[src/rtl/mem_port_arbiter_pkg.sv]
// mem_port_arbiter_pkg
//   Shared constants for the instruction/data memory port arbiter:
//   FSM state encodings, requester IDs and the round-robin pick helper.
package mem_port_arbiter_pkg;

  localparam logic [2:0] IDLE   = 3'd0;
  localparam logic [2:0] REQ_I  = 3'd1;
  localparam logic [2:0] WAIT_I = 3'd2;
  localparam logic [2:0] REQ_D  = 3'd3;
  localparam logic [2:0] WAIT_D = 3'd4;

  localparam logic REQ_ID_I = 1'b0;
  localparam logic REQ_ID_D = 1'b1;

  // D wins when it is the only requester, or on a tie when I was served last.
  function automatic logic pick_d(input logic i_req, input logic d_req, input logic last_gnt);
    return d_req & (~i_req | (last_gnt == REQ_ID_I));
  endfunction

endpackage

[src/rtl/mem_port_arbiter.sv]
// mem_port_arbiter
//   Shares one single-port memory between instruction fetch (I) and
//   load/store (D). One transaction in flight at a time, round-robin on ties,
//   and a stall output that holds the pipeline until the requester is served.
//
// Ports
//   clk, reset          clock, synchronous active-high reset
//   i_req/i_addr        fetch request (level) and address
//   i_rvalid/i_rdata    fetch done pulse and instruction
//   d_req/d_we/d_be     load/store request, write enable, byte enables
//   d_addr/d_wdata      load/store address and store data
//   d_rvalid/d_rdata    load data valid / store ack pulse and load data
//   mem_req..mem_wdata  request to the memory wrapper, held until mem_gnt
//   mem_gnt             memory accepted the request
//   mem_rvalid/rdata    memory response (one per transaction)
//   stall               some requester is still waiting
//   proto_err           sticky: memory responded while nothing was waiting
//
// state  | meaning
// -------+-----------------------------------------------
// IDLE   | free; picks the next requester this cycle
// REQ_I  | fetch request presented, waiting for mem_gnt
// WAIT_I | fetch accepted, waiting for mem_rvalid
// REQ_D  | load/store presented, waiting for mem_gnt
// WAIT_D | load/store accepted, waiting for mem_rvalid
module mem_port_arbiter
  import mem_port_arbiter_pkg::*;
#(
  parameter int ADDR_W = 32,
  parameter int DATA_W = 32
) (
  input  logic                clk,
  input  logic                reset,
  input  logic                i_req,
  input  logic [ADDR_W-1:0]   i_addr,
  output logic                i_rvalid,
  output logic [DATA_W-1:0]   i_rdata,
  input  logic                d_req,
  input  logic                d_we,
  input  logic [DATA_W/8-1:0] d_be,
  input  logic [ADDR_W-1:0]   d_addr,
  input  logic [DATA_W-1:0]   d_wdata,
  output logic                d_rvalid,
  output logic [DATA_W-1:0]   d_rdata,
  output logic                mem_req,
  output logic                mem_we,
  output logic [DATA_W/8-1:0] mem_be,
  output logic [ADDR_W-1:0]   mem_addr,
  output logic [DATA_W-1:0]   mem_wdata,
  input  logic                mem_gnt,
  input  logic                mem_rvalid,
  input  logic [DATA_W-1:0]   mem_rdata,
  output logic                stall,
  output logic                proto_err
);

  localparam int BE_W = DATA_W / 8;

  logic [2:0]        state_q, state_d;
  logic              last_gnt_q, last_gnt_d;
  logic [ADDR_W-1:0] addr_q, addr_d;
  logic              we_q, we_d;
  logic [BE_W-1:0]   be_q, be_d;
  logic [DATA_W-1:0] wdata_q, wdata_d;
  logic              proto_err_q, proto_err_d;
  logic              in_wait;

  assign in_wait = (state_q == WAIT_I) || (state_q == WAIT_D);

  always_comb begin
    state_d     = state_q;
    last_gnt_d  = last_gnt_q;
    addr_d      = addr_q;
    we_d        = we_q;
    be_d        = be_q;
    wdata_d     = wdata_q;
    // A response is only legal while a transaction is waiting for it; this
    // includes a response arriving in the same REQ cycle as its grant.
    proto_err_d = proto_err_q | (mem_rvalid & ~in_wait);

    case (state_q)
      IDLE: begin
        // Attributes are captured here so requester changes after the pick
        // cannot disturb a request that the memory has not yet accepted.
        if (pick_d(i_req, d_req, last_gnt_q)) begin
          state_d    = REQ_D;
          last_gnt_d = REQ_ID_D;
          addr_d     = d_addr;
          we_d       = d_we;
          be_d       = d_we ? d_be : {BE_W{1'b1}};
          wdata_d    = d_wdata;
        end else if (i_req) begin
          state_d    = REQ_I;
          last_gnt_d = REQ_ID_I;
          addr_d     = i_addr;
          we_d       = 1'b0;
          be_d       = {BE_W{1'b1}};
          wdata_d    = '0;
        end
      end
      REQ_I:   if (mem_gnt)    state_d = WAIT_I;
      WAIT_I:  if (mem_rvalid) state_d = IDLE;
      REQ_D:   if (mem_gnt)    state_d = WAIT_D;
      WAIT_D:  if (mem_rvalid) state_d = IDLE;
      default: state_d = IDLE;
    endcase
  end

  always_ff @(posedge clk) begin
    if (reset) begin
      state_q     <= IDLE;
      last_gnt_q  <= REQ_ID_I;
      addr_q      <= '0;
      we_q        <= 1'b0;
      be_q        <= '0;
      wdata_q     <= '0;
      proto_err_q <= 1'b0;
    end else begin
      state_q     <= state_d;
      last_gnt_q  <= last_gnt_d;
      addr_q      <= addr_d;
      we_q        <= we_d;
      be_q        <= be_d;
      wdata_q     <= wdata_d;
      proto_err_q <= proto_err_d;
    end
  end

  assign mem_req   = (state_q == REQ_I) || (state_q == REQ_D);
  assign mem_we    = we_q;
  assign mem_be    = be_q;
  assign mem_addr  = addr_q;
  assign mem_wdata = wdata_q;

  assign i_rvalid  = mem_rvalid & (state_q == WAIT_I);
  assign d_rvalid  = mem_rvalid & (state_q == WAIT_D);
  assign i_rdata   = i_rvalid ? mem_rdata : '0;
  assign d_rdata   = d_rvalid ? mem_rdata : '0;

  assign stall     = (i_req & ~i_rvalid) | (d_req & ~d_rvalid);
  assign proto_err = proto_err_q;

endmodule

[config.mk]
export PLATFORM = sky130hd
export DESIGN_NAME = mem_port_arbiter
export DESIGN_NICKNAME = d
export VERILOG_FILES = /design/src/rtl/mem_port_arbiter_pkg.sv /design/src/rtl/mem_port_arbiter.sv
export SDC_FILE = /design/constraint.sdc
export NUM_CORES = 1
export LEC_CHECK = 0
export BUFFER_PORTS_ARGS = -buffer_cell sky130_fd_sc_hd__clkbuf_2
export CAP_MARGIN = 30
export CELL_PAD_IN_SITES_DETAIL_PLACEMENT = 1
export CELL_PAD_IN_SITES_GLOBAL_PLACEMENT = 1
export CORE_AREA = 2 2 119 121
export DETAILED_ROUTE_END_ITERATION = 12
export DIE_AREA = 0 0 121 123
export PLACE_DENSITY_LB_ADDON = 0.1
export SLEW_MARGIN = 20
export SYNTH_ARGS = -nofsm -noshare
export SYNTH_HDL_FRONTEND = slang
export SYNTH_SLANG_ARGS = --single-unit
[constraint.sdc]
create_clock -name clk -period 1.9 [get_ports clk]
set_input_delay 0.285 -clock clk [delete_from_list [all_inputs] [get_ports clk]]
set_output_delay 0.285 -clock clk [all_outputs]
set_load 0.02 [all_outputs]
==> results.json, run 1 <==
{
  "power.ir.vdd_worst_v": 0.000426,
  "finalCritPeriodShare_pct": 96.2,
  "slowest_stage": "dfxtp_2",
  "swShare_pct": 34.5,
  "antenna_found_initial": 0,
  "internal_power_contribution_w": 0.00378,
  "timing.max_cap.violations": 0,
  "cts_tree": "built",
  "yosysWarnings": 0,
  "clk_pin_slew_ns": 0.06,
  "area_growth_syn_to_layout_pct": 55.4,
  "postSynthCellCount": 421,
  "worst_path_buf_inv": 2,
  "mappedNetlistNets": 560,
  "cts.sink_count": 74,
  "worstSetupEndpointType": "output pin",
  "totalPowerFinal_w": 0.00578,
  "totalWireLength_um": 13800,
  "multi_input_comb_area_um2": 1910,
  "hold_viol_final": 0,
  "clockBufferDepth": 2,
  "wl_per_cell_um": 15.9,
  "drt_drc_violations_left": 0,
  "min-delay-path-class": "in2reg",
  "maxSlewHeadroom_pct": 53.5,
  "number_of_global_route_vias_before_repair": 4171,
  "drtPass1Iterations": 4,
  "grt_start_max_net_pins": 49,
  "synth-seq-area-share_pct": 41.1,
  "crit_path_cell_trace": "nor2_2, and3_4, clkbuf_16, and2_1, clkbuf_2",
  "clock_power_share_pct": 33.0,
  "synth.largest_area_cell": "dfxtp_1",
  "critical_path_class": "reg2out",
  "crit_path_max_incr_delay_ns": 0.36,
  "setup_viol": 0,
  "place.detailed.hpwl_um": 10200,
  "dominant_cells_by_area_after_synthesis": "dfxtp_1 41%, and2_1 11%, a21oi_1 9.6%",
  "die-area_um2": 14900,
  "grt_first_pass_wirelength_um": 20800,
  "pre_cts_setup_slack_ns": 0.234,
  "worst_clock_skew_ns": 0.00607,
  "worstPathMaxFanout": 17,
  "grt_overflow_total": 0,
  "vias": 4049,
  "netlist-cell-type-count": 31,
  "placement.io_buffers": 276,
  "sequential_cell_area_um2": 1490,
  "pin_count": 277,
  "cts_htree_levels": 3,
  "critical-path-top-delay-family": "simple AND/OR/NAND/NOR gates",
  "fp.dieH_um": 123,
  "number_of_diodes_added_for_antenna_fixing": 0,
  "leakage_power_nw": 2.78,
  "number_of_hold_buffers_added_after_cts": 0,
  "vias_per_cell": 4.68,
  "maxClockFrequency_mhz": 547,
  "clkLatencyLatePin_ns": 0.33,
  "combPwrFrac_pct": 33.3,
  "number_of_routed_nets_with_antenna_violations": 0,
  "clock-root-buffer": "clkbuf_16",
  "syn-mean-instance-area_um2": 8.57,
  "gr-usage-all-layers_pct": 17.6,
  "initialDrtViolationCount": 156,
  "start_kind": "flip-flop",
  "post-route-worst-setup-slack_ns": 0.0728,
  "power.net_switching_w": 0.00199,
  "fillers": 1696,
  "period_needed_ns": 1.83,
  "ys_ff_latch": 74,
  "final_layout_size_suffix_gt1_share_pct": 47.7,
  "outcome": "complete, no violations",
  "worst_ep_required_time_ns": 1.62,
  "nets": 819,
  "initial_core_utilization_pct": 26.5,
  "gp_congestion": 0.800,
  "mappedNetlistArea_um2": 3610,
  "core_area_um2": 13600,
  "worst-slew-pin-transition_ns": 0.698,
  "synthDominantCellAreaShare_pct": 41.1,
  "final-max-slew-violation-count": 0,
  "pwr_dens_nw_per_um2": 1030,
  "tritoncts.num_buffers": 9,
  "num_rows": 43,
  "die_x_um": 121,
  "cp.arrival_ns": 1.54,
  "share_seq_of_total_power_pct": 33.8
}
==> stage by stage <==
| stage | TNS (ns) | area, µm² | instances | hold WS (ns) | utilization, % |
|---|---|---|---|---|---|
| 2_1_floorplan | 0 | 3610 | 421 | 0.433 | - |
| 3_3_place_gp | 0 | 5170 | 847 | 0.439 | 38.0 |
| 3_5_place_dp | 0 | 5170 | 847 | 0.458 | 38.0 |
| 4_1_cts | 0 | 5540 | 863 | 0.169 | 40.7 |
| 5_1_grt | -0.00152 | 5610 | 865 | 0.175 | 41.2 |
| 6_report | 0 | 5610 | 865 | 0.183 | 41.2 |
==> power by group through the flow <==
stage,clock (W),sequential [W],combinational [W]
after floorplan,0,0.00223,0.000940
after global placement,0,0.00197,0.00189
after detailed placement,0,0.00197,0.00191
after CTS,0.00196,0.00195,0.00192
after global routing,0.00204,0.00199,0.00211
final,0.00190,0.00195,0.00192
==> worst min-delay path, cell delays in order <==
cell and delay [ns]:
clkbuf_2 0.08, nand3_1 0.05, a21oi_1 0.05
==> cells in the final DEF, fill, tap and decap left out, drive strengths merged, types with 2 or more instances in the layout <==
| cell type | count |
|---|---|
| and3 | 2 |
| nor2b | 2 |
| or3 | 2 |
| mux2i | 33 |
| nor3 | 3 |
| a21oi | 69 |
| a211oi | 32 |
| nand2 | 2 |
| buf | 24 |
| and2 | 65 |
| o221a | 4 |
| o21ai | 36 |
| nor2 | 4 |
| nand3 | 34 |
| bufinv | 2 |
| inv | 4 |
| clkbuf | 283 |
| dfxtp | 74 |
==> state kept, by name, summed over array words and instances, names as in the netlist <==
register,cells
mem_we,1
last_gnt_q,1
state_q,3
mem_wdata,32
mem_be,4
mem_addr,32
proto_err,1
==> logic make-up (layout without fill, tap and decap cells) <==
family          Yosys count  after routing  synth area share (%)
flops                    74             74                  41.1
compound gates          145            145                  23.4
mux                      33             33                  9.15
xor+xnor                  1              1                 0.243
simple gates            117            117                  19.2
buf+inv                  51            315                  6.90
==> path summary, 6_finish.rpt <==
kind | cells after the start | slack (ns) | startpoint | endpoint
worst max-delay path | 5 | 0.07 | state_q[2]$_SDFFE_PP0P_ | i_rdata[4]
worst min-delay path | 3 | 0.18 | d_wdata[24] | mem_wdata[24]$_SDFFE_PP0P_
worst max register to register | 4 | 0.35 | state_q[2]$_SDFFE_PP0P_ | mem_be[2]$_SDFFE_PP0P_
worst min register to register | 2 | 0.46 | proto_err$_SDFF_PP0_ | proto_err$_SDFF_PP0_
==> metal layers <==
layer	track usage, %	up-vias	wire length (µm)
li1	-	2012	-
met1	20.9	1877	5740
met2	30.4	147	6800
met3	5.95	13	1050
met4	4.36	0	180
met5	0	-	0
==> cell usage after synthesis (all sizes together) <==
cell,n
xnor2,1
or2,1
a21oi,69
o21ai,36
o22ai,1
clkbuf,28
o221a,4
nand2b,1
and2,65
mux2i,33
buf,19
nor3,3
dfxtp,74
inv,4
a21boi,1
or3,2
and3,2
nand3b,1
nor2,4
a211oi,32
o31a,1
nor2b,2
nand3,34
nand2,2
a311oi,1
==> area by class of cell <==
| class | instances | area share (%) |
|---|---|---|
| Clock inverter | 4 | 1.29 |
| Multi-Input combinational cell | 296 | 34.1 |
| Inverter | 4 | 0.268 |
| Clock buffer | 12 | 4.75 |
| Timing Repair Buffer | 295 | 29.0 |
| Tap cell | 180 | 4.02 |
| Sequential cell | 74 | 26.6 |
==> repair_timing <==
item,4_1_cts,5_1_grt
buffers inserted,0,0
gates cloned,0,2
resized for setup,8,15
setup endpoints to repair,65,58
No activity file was read; power rests on OpenSTA's default activity.
==> run 2, diff against run 1 <==
- CORE_AREA: 2 2 119 121 -> 4 4 121 123
- DIE_AREA: 0 0 121 123 -> 0 0 125 127
==> run 2 against run 1 <==
Net effect:
- sequential cell count stayed put
- worst setup slack got worse by 0.063 ns
- final cell count is 0.23% higher
- wire length up 12%
- sequential share of layout area is 1.2 points lower
- critical endpoint is now d_rdata[20]
- clock power is 4% lower
- global-route usage rose by 0.50 points
- fmax is 3.3% lower
==> results.json, run 2 (synthesized netlist as in run 1, its figures left out) <==
{
  "hold_viol_final": 0,
  "crit_path_start": "state_q[1]$_SDFFE_PP0P_",
  "gp_congestion": 0.824,
  "clock-root-buffer": "clkbuf_16",
  "die-area_um2": 15900,
  "fin_tns_setup_ns": 0,
  "final-max-slew-violation-count": 0,
  "slowest_stage": "dfxtp_4",
  "initialDrtViolationCount": 183,
  "placement.io_buffers": 276,
  "number_of_diodes_added_for_antenna_fixing": 0,
  "cts_tree": "built",
  "crit-reg2reg-launch": "state_q[1]$_SDFFE_PP0P_",
  "worstSetupEndpointType": "output pin",
  "clockBufferDepth": 2,
  "cts_htree_levels": 3,
  "pin_count": 277,
  "hp-start": "d_wdata[1]",
  "tritoncts.num_buffers": 9,
  "antenna_found_initial": 0,
  "worstPathMaxFanout": 17,
  "clk_pin_slew_ns": 0.06,
  "timing.max_cap.violations": 0,
  "critical_path_class": "reg2out",
  "layout.cells.most_common": "clkbuf_2",
  "wl_per_cell_um": 17.8,
  "crit_path_max_incr_delay_ns": 0.35,
  "vias": 4134,
  "start_kind": "flip-flop",
  "maxSlewHeadroom_pct": 54.6,
  "final_layout_size_suffix_gt1_share_pct": 49.8,
  "layout.cells.most_common_list": "243 x clkbuf_2, 73 x dfxtp_1, 69 x a21oi_1, 49 x and2_1, 34 x nand3_1",
  "period_needed_ns": 1.89,
  "leakage_power_nw": 2.85,
  "initial_core_utilization_pct": 26.4,
  "maxClockFrequency_mhz": 529,
  "finalCritPeriodShare_pct": 99.5,
  "nets": 822,
  "area_growth_syn_to_layout_pct": 62.2,
  "grt_first_pass_wirelength_um": 23500,
  "gr-usage-all-layers_pct": 18.1,
  "num_rows": 43,
  "fp.dieH_um": 127,
  "drt_drc_violations_left": 0,
  "setup_viol": 0,
  "pwr_dens_nw_per_um2": 983,
  "worst-slew-pin-transition_ns": 0.681,
  "cts.sink_count": 74,
  "power.ir.vdd_worst_v": 0.000420,
  "crit_path_cell_trace": "buf_6, nor2_4, and3_4, buf_16, and2_1, clkbuf_8",
  "cp.arrival_ns": 1.61,
  "clkLatencyLatePin_ns": 0.33,
  "outcome": "complete, no violations",
  "die_x_um": 125,
  "min-delay-path-class": "in2reg",
  "layout.core_utilization_pct": 42.8,
  "vias_per_cell": 4.77,
  "worst_ep_required_time_ns": 1.62,
  "grt_start_max_net_pins": 46,
  "number_of_routed_nets_with_antenna_violations": 0,
  "totalWireLength_um": 15500,
  "drtPass1Iterations": 4,
  "rsz0062_at_grt": "yes",
  "place.detailed.hpwl_um": 11300,
  "number_of_global_route_vias_before_repair": 4554,
  "grt_overflow_total": 0,
  "core_area_um2": 13700,
  "worst_clock_skew_ns": 0.00564
}
## run 2: final timing paths
| check | endpoint | slack [ns] | cells past startpoint |
|---|---|---|---|
| setup / recovery | d_rdata[20] | 0.01 | 6 |
| hold / removal | mem_wdata[1]$_SDFFE_PP0P_ | 0.19 | 3 |
| setup reg to reg | mem_be[2]$_SDFFE_PP0P_ | 0.14 | 6 |
| hold reg to reg | proto_err$_SDFF_PP0_ | 0.46 | 2 |
## run 2: per-stage QoR
stage | power, W | hold slack [ns] | setup WS, ns | std cells | cell area, µm²
3_3_place_gp | 0.00388 | 0.442 | 0.174 | 846 | 5180
4_1_cts | 0.00580 | 0.178 | 0.000541 | 863 | 5590
2_1_floorplan | 0.00317 | 0.433 | 0.202 | 421 | 3610
5_1_grt | 0.00610 | 0.192 | -0.0549 | 867 | 5850
3_5_place_dp | 0.00392 | 0.456 | -0.0558 | 846 | 5180
6_report | 0.00576 | 0.193 | 0.00974 | 867 | 5850
## run 2: worst max-delay path, delay by kind of cell (launching register included)
| family | cells | cell delay (ns) |
|---|---|---|
| buf+inv | 3 | 0.42 |
| simple gates | 3 | 0.51 |
| flops | 1 | 0.35 |
## run 2: layer usage
layer  part of all wire (%)  track usage, %  vias to the layer above
li1                       -               -                     2025
met1                     38            20.1                     1951
met2                     54            34.0                      137
met3                    6.0            4.56                       21
met4                    1.9            5.23                        0
met5                      0               0                        -
## run 2: layout make-up
type / count / area (µm²)
fill: 1658 / 7810
multi-input combinational: 298 / 1970
timing repair buffer: 296 / 1840
sequential: 74 / 1490
clock buffer: 11 / 243
tap: 180 / 225
clock inverter: 4 / 76.3
inverter: 4 / 15.0
## run 2: what timing repair did
action                                  CTS  global route
cloned                                    1             3
endpoints found under the setup margin   67            65
pin swaps                                 2             2
buffers inserted                          1             1
hold buffers                              0             0
gates resized for setup                  19           104
endpoints found under the hold margin     0             0
## run 2: power by group
part | internal [W] | switching (W)
sequential | 0.00181 | 0.000132
clock | 0.00118 | 0.000640
combinational | 0.000754 | 0.00124
total | 0.00374 | 0.00202
